<file path="src/rtl/ifmap_stream_feeder.sv">
// ifmap_stream_feeder
// Streams a rectangular block of pixels out of a sync-read memory, row by row,
// into the PE IFMap FIFO. Each word carries start-of-row / end-of-row tags:
// {sor, eor, pixel}. A 2-entry skid buffer absorbs the one-cycle memory latency,
// and a credit check on read issue keeps the skid from ever overflowing while
// still allowing one word per cycle when the FIFO is always ready.
module ifmap_stream_feeder #(
    parameter int PIXEL_WIDTH = 16,
    parameter int IFMAP_WIDTH = 18,
    parameter int ADDR_WIDTH  = 10,
    parameter int LEN_SIZE    = 8
) (
    input  logic                   clk,
    input  logic                   rst,
    input  logic                   start,
    input  logic [ADDR_WIDTH-1:0]  base_addr,
    input  logic [ADDR_WIDTH-1:0]  row_stride,
    input  logic [LEN_SIZE-1:0]    row_len,
    input  logic [LEN_SIZE-1:0]    num_rows,
    output logic                   mem_ren,
    output logic [ADDR_WIDTH-1:0]  mem_addr,
    input  logic [PIXEL_WIDTH-1:0] mem_rdata,
    input  logic                   ifmap_ready,
    output logic                   ifmap_wen,
    output logic [IFMAP_WIDTH-1:0] ifmap_out,
    output logic                   busy,
    output logic                   done
);

    typedef enum logic [1:0] {
        ST_IDLE  = 2'd0,
        ST_RUN   = 2'd1,
        ST_DRAIN = 2'd2,
        ST_DONE  = 2'd3
    } state_t;

    state_t                 state_reg;
    logic                   busy_reg;
    logic                   done_reg;

    // Transfer configuration captured on the start cycle
    logic [ADDR_WIDTH-1:0]  row_stride_reg;
    logic [LEN_SIZE-1:0]    row_len_reg;
    logic [LEN_SIZE-1:0]    num_rows_reg;

    // Read-side walk position
    logic [ADDR_WIDTH-1:0]  row_base_reg;
    logic [LEN_SIZE-1:0]    col_reg;
    logic [LEN_SIZE-1:0]    row_reg;
    logic [ADDR_WIDTH-1:0]  last_addr_reg;

    // One outstanding read and the tags that travel with it
    logic                   inflight_reg;
    logic                   inflight_sor_reg;
    logic                   inflight_eor_reg;

    // Two-entry skid buffer (circular, pointer based)
    logic [IFMAP_WIDTH-1:0] skid_entry [2];
    logic                   skid_rd_reg;
    logic                   skid_wr_reg;
    logic [1:0]             skid_occ_reg;

    logic                   skid_nonempty;
    logic                   pop;
    logic                   push;
    logic [2:0]             credit_used;
    logic [2:0]             credit_cap;
    logic                   credit_ok;
    logic                   issue;
    logic [ADDR_WIDTH-1:0]  cur_addr;
    logic                   col_is_first;
    logic                   col_is_last;
    logic                   row_is_last;
    logic                   last_issue;
    logic [IFMAP_WIDTH-1:0] push_word;
    logic                   drain_empty;

    assign skid_nonempty = (skid_occ_reg != 2'd0);
    assign pop           = skid_nonempty && ifmap_ready;
    assign push          = inflight_reg;
    assign push_word     = {inflight_sor_reg, inflight_eor_reg, mem_rdata};

    // A new read may only issue if, after this cycle's pop, the skid plus the
    // outstanding read still leave room for the data it will return.
    assign credit_used = {1'b0, skid_occ_reg} + {2'b00, inflight_reg};
    assign credit_cap  = 3'd2 + {2'b00, pop};
    assign credit_ok   = (credit_used < credit_cap);
    assign issue       = (state_reg == ST_RUN) && credit_ok;

    assign cur_addr     = row_base_reg + ADDR_WIDTH'(col_reg);
    assign col_is_first = (col_reg == '0);
    assign col_is_last  = (col_reg == row_len_reg - LEN_SIZE'(1));
    assign row_is_last  = (row_reg == num_rows_reg - LEN_SIZE'(1));
    assign last_issue   = issue && col_is_last && row_is_last;

    // Transfer is finished once the skid empties this cycle and no read is pending
    assign drain_empty = !inflight_reg &&
                         ((skid_occ_reg == 2'd0) || ((skid_occ_reg == 2'd1) && pop));

    assign mem_ren   = issue;
    assign mem_addr  = issue ? cur_addr : last_addr_reg;
    assign ifmap_wen = pop;
    assign ifmap_out = skid_nonempty ? skid_entry[skid_rd_reg] : '0;
    assign busy      = busy_reg;
    assign done      = done_reg;

    // Control FSM: config capture, row-major address walk, drain and completion
    always_ff @(posedge clk or posedge rst) begin
        if (rst) begin
            state_reg        <= ST_IDLE;
            busy_reg         <= 1'b0;
            done_reg         <= 1'b0;
            row_stride_reg   <= '0;
            row_len_reg      <= '0;
            num_rows_reg     <= '0;
            row_base_reg     <= '0;
            col_reg          <= '0;
            row_reg          <= '0;
            last_addr_reg    <= '0;
            inflight_reg     <= 1'b0;
            inflight_sor_reg <= 1'b0;
            inflight_eor_reg <= 1'b0;
        end else begin
            done_reg     <= 1'b0;
            inflight_reg <= issue;
            if (issue) begin
                inflight_sor_reg <= col_is_first;
                inflight_eor_reg <= col_is_last;
                last_addr_reg    <= cur_addr;
            end

            case (state_reg)
                ST_IDLE: begin
                    if (start) begin
                        row_stride_reg <= row_stride;
                        row_len_reg    <= row_len;
                        num_rows_reg   <= num_rows;
                        row_base_reg   <= base_addr;
                        col_reg        <= '0;
                        row_reg        <= '0;
                        busy_reg       <= 1'b1;
                        if ((row_len == '0) || (num_rows == '0)) begin
                            state_reg <= ST_DONE;
                            done_reg  <= 1'b1;
                        end else begin
                            state_reg <= ST_RUN;
                        end
                    end
                end

                ST_RUN: begin
                    if (issue) begin
                        if (col_is_last) begin
                            col_reg      <= '0;
                            row_reg      <= row_reg + LEN_SIZE'(1);
                            row_base_reg <= row_base_reg + row_stride_reg;
                        end else begin
                            col_reg <= col_reg + LEN_SIZE'(1);
                        end
                    end
                    if (last_issue) begin
                        state_reg <= ST_DRAIN;
                    end
                end

                ST_DRAIN: begin
                    if (drain_empty) begin
                        state_reg <= ST_DONE;
                        done_reg  <= 1'b1;
                    end
                end

                ST_DONE: begin
                    state_reg <= ST_IDLE;
                    busy_reg  <= 1'b0;
                end

                default: begin
                    state_reg <= ST_IDLE;
                    busy_reg  <= 1'b0;
                end
            endcase
        end
    end

    // Skid pointers and occupancy; push and pop together leave occupancy unchanged
    always_ff @(posedge clk or posedge rst) begin
        if (rst) begin
            skid_rd_reg  <= 1'b0;
            skid_wr_reg  <= 1'b0;
            skid_occ_reg <= 2'd0;
        end else begin
            if (push) begin
                skid_wr_reg <= ~skid_wr_reg;
            end
            if (pop) begin
                skid_rd_reg <= ~skid_rd_reg;
            end
            skid_occ_reg <= skid_occ_reg + {1'b0, push} - {1'b0, pop};
        end
    end

    // Skid storage: data needs no reset since an empty skid always reads as zero
    generate
        for (genvar gi = 0; gi < 2; gi++) begin : g_skid
            always_ff @(posedge clk) begin
                if (push && (skid_wr_reg == 1'(gi))) begin
                    skid_entry[gi] <= push_word;
                end
            end
        end
    endgenerate

endmodule
</file>
<file path="config.mk">
export PLATFORM = sky130hd
export DESIGN_NAME = ifmap_stream_feeder
export DESIGN_NICKNAME = d
export VERILOG_FILES = /design/src/rtl/ifmap_stream_feeder.sv
export SDC_FILE = /design/constraint.sdc
export NUM_CORES = 1
export LEC_CHECK = 0
export ABC_AREA = 0
export BUFFER_PORTS_ARGS = -buffer_cell sky130_fd_sc_hd__buf_2
export CAP_MARGIN = 15
export CORE_MARGIN = 2
export CORE_UTILIZATION = 50
export DETAILED_ROUTE_END_ITERATION = 12
export PLACE_DENSITY = 0.74
export SLEW_MARGIN = 40
export SYNTH_ARGS = -nofsm -noshare
export SYNTH_HDL_FRONTEND = slang
export SYNTH_SLANG_ARGS = --single-unit
</file>
<file path="constraint.sdc">
create_clock -name clk -period 2.3 [get_ports clk]
set_input_delay 0 -clock clk [delete_from_list [all_inputs] [get_ports clk]]
set_output_delay 0 -clock clk [all_outputs]
set_load 0.05 [all_outputs]
</file>
==> results.cfg <==
[status]
outcome = finished, violations left
violations = setup timing

[detailed_routing]
drc = 0
firstDrtPassIters = 4
wl_per_cell_um = 16.18
via_count = 4703
wirelength_um = 14050
vias_per_cell = 5.418
first_iter_violations = 245
antenna_left = 0

[timing]
setup_slack_ns = -0.2473
fmax_mhz = 392.6
hold_violations = 0
drv_slew = 0
slew_headroom = 0.5503
min_period_ns = 2.547
tns_ns = -0.8875
tightest_slew_ns = 0.6736
fin_skew_ns = 0.01090
setup_violations = 7
rsz0062_at_grt = true
min_period_over_period = 1.108

[clock_network]
cts_max_level = 3
cts_tree = built
cts_made_buffers = 9
cts_buffer_depth = 2
cts.sink_count = 109
cts-root-buf = clkbuf_16
path_clk_slew_ns = 0.07
insertion_delay_ns = 0.36

[power_and_ir_drop]
peakVddDrop_mv = 0.9955
p_per_area_nw_per_um2 = 1534
intPower_mw = 6.776
p_sw_mw = 5.758
power_frac_clock = 0.121
power.total_mw = 12.53
power.leakage_nw = 3.556
p_comb_frac = 0.619
switching_share = 0.4594
pwr-share-seq = 0.260

[yosys]
synth_area_um2 = 5901
ys_async_sr_fraction = 0.6697
seq_area_frac_synth = 0.4928
yosys-top-cells-count = dfrtp_1, nor2_1, edfxtp_1, nand2_1, mux2i_1
ys_ff_latch = 109
synth.area.top_cells = dfrtp_1, edfxtp_1, ha_1
synth_edf_count = 36
syn_area_per_cell_um2 = 11.03
synth_top_area_frac = 0.3096
synth_warnings = 0
synth_most_common_cell = dfrtp_1
synth_cell_types = 66
yosys.area.top_type = dfrtp_1
syn_inst = 535
synth_nets = 623
synthFlopType = dfrtp_1

[critical_path]
cp.required_ns = 2.30
crit_chain = ha_1 -> a21o_1 -> a21o_1 -> a2111oi_4 -> nor3_2 -> a41oi_2 -> xor2_2 -> o21ai_4 -> buf_8
critical_path_class = reg -> out
cpMostUsedCell = a21o_1
cp_top_family = compound AO/OA/AOI/OAI gates
critical_path_buf_inv_count = 1
cpMaxStageDelayCell = dfrtp_1
cp_max_fo = 2
worstSetupEndpointType = output port
cp_slowest_stage_delay_ns = 0.40
start_kind = flop
cp_data_arrival_time_ns = 2.55

[final_layout]
drive_above_1_share = 0.3683
diodes = 0
synthToLayoutAreaGrowth_pct = 38.42
final_cells = 868
finalCoreUtilization = 0.7123
largest_reg_flops = 36
regMostFlops = skid_entry
final_nets = 808

[place]
dpl.hpwl_um = 9310
portBuffers = 87
dp.cells = 781
place.gp.congestion = 0.8832

[floorplanning]
die-width_um = 112.6
die_h_um = 112.6
coreArea_um2 = 11470
num_rows = 39
fp.dieArea_um2 = 12690
io_pins = 88
start_util = 0.5146

[global_routing]
grt_pass1_wl_um = 22170
antenna_found_initial = 0
grt_max_degree = 44
grt.total_usage = 0.2156
grt_overflow = 0
grt_pass1_vias = 4724

[run]
max_cap_violations = 0

[min_path]
hp-class = in -> reg
final cells by class:
type | count | area, um^2
fillers | 779 | 3299
clock buffers | 9 | 225.2
multi-input cells | 377 | 3201
repair buffers | 194 | 1475
flip-flops and latches | 109 | 2909
inverters | 29 | 112.6
well taps | 143 | 178.9
clock inverters | 7 | 66.31
stage by stage:
step	hold slack (ns)	worst slack (ns)	cell area (um^2)
final	0.03835	-0.2473	8168
after global placement	0.1431	-0.08468	6813
after CTS	0.02054	-0.2346	7771
after global routing	0.07533	-0.3814	8168
after detailed placement	0.1491	-0.1034	6813
after floorplan	0.09887	-0.1607	6021
kinds of logic (layout without fill, tap and decap cells):
group	after synthesis	count (layout)	share of synthesized area
mux	59	59	0.1058
buf+inv	49	239	0.03520
fa+ha+maj	32	32	0.07040
xor+xnor	43	43	0.06383
compound gates	81	81	0.09203
simple gates	162	162	0.1400
flops	109	109	0.4928
cells in the final DEF (no fill, tap or decap), types with 5 or more instances in the layout:
cell,synthesis,final
nor3_1,10,7
nor2b_1,10,9
dlygate4sd3_1,0,51
xnor2_1,30,26
nor2_2,1,8
nand2_1,33,33
nor4_1,5,5
dfrtp_1,73,72
buf_2,1,81
a21oi_1,21,11
edfxtp_1,36,36
xor2_1,13,11
o21ai_2,1,7
o21ai_1,1,7
buf_4,2,46
nand4_1,10,10
mux2i_1,32,30
o21ai_0,25,11
inv_1,29,24
mux2_2,27,26
nor2_1,56,49
buf_6,2,11
ha_1,30,19
ha_4,0,7
a21oi_2,1,10
clkbuf_16,0,9
power groups by stage:
stage | registers [mW] | clock network, mW | logic [mW]
floorplan | 3.11 | 0 | 5.02
global placement | 3.16 | 0 | 6.22
detailed placement | 3.20 | 0 | 6.44
CTS | 3.17 | 1.54 | 6.89
global route | 3.34 | 1.64 | 8.33
finish | 3.25 | 1.52 | 7.76
per-layer routing:
| metal | up-vias | global-route usage | wire [um] |
|---|---|---|---|
| met4 | 0 | 0.07642 | 266 |
| met5 | - | 0 | 0 |
| met1 | 2285 | 0.2604 | 5770 |
| li1 | 2280 | - | - |
| met3 | 26 | 0.03726 | 622 |
| met2 | 112 | 0.3872 | 7388 |
worst paths after layout:
check | from | endpoint | slack [ns] | cells past startpoint
min in group asynchronous | rst | num_rows_reg[4] | 0.28 | 3
hold reg to reg | inflight_eor_reg | skid_entry[1][16] | 0.48 | 0
setup reg to reg | row_base_reg[3] | row_base_reg[9] | -0.06 | 9
hold / removal | base_addr[7] | row_base_reg[7] | 0.04 | 4
max in group asynchronous | rst | last_addr_reg[7] | 1.34 | 4
setup / recovery | row_base_reg[1] | mem_addr[9] | -0.25 | 9
what timing repair did:
action / CTS / global route
pin swaps: 15 / 24
gates cloned: 0 / 1
endpoints found under the hold margin: 96 / 0
endpoints found under the setup margin: 21 / 29
hold buffers: 51 / 0
setup buffers: 8 / 11
resized for setup: 28 / 57
worst min-delay path: stages:
cell,delay [ns]
buf_2,0.07
nor2_1,0.03
a21oi_1,0.11
mux2_4,0.15
Note: power is estimated with default switching activity, not from simulation.
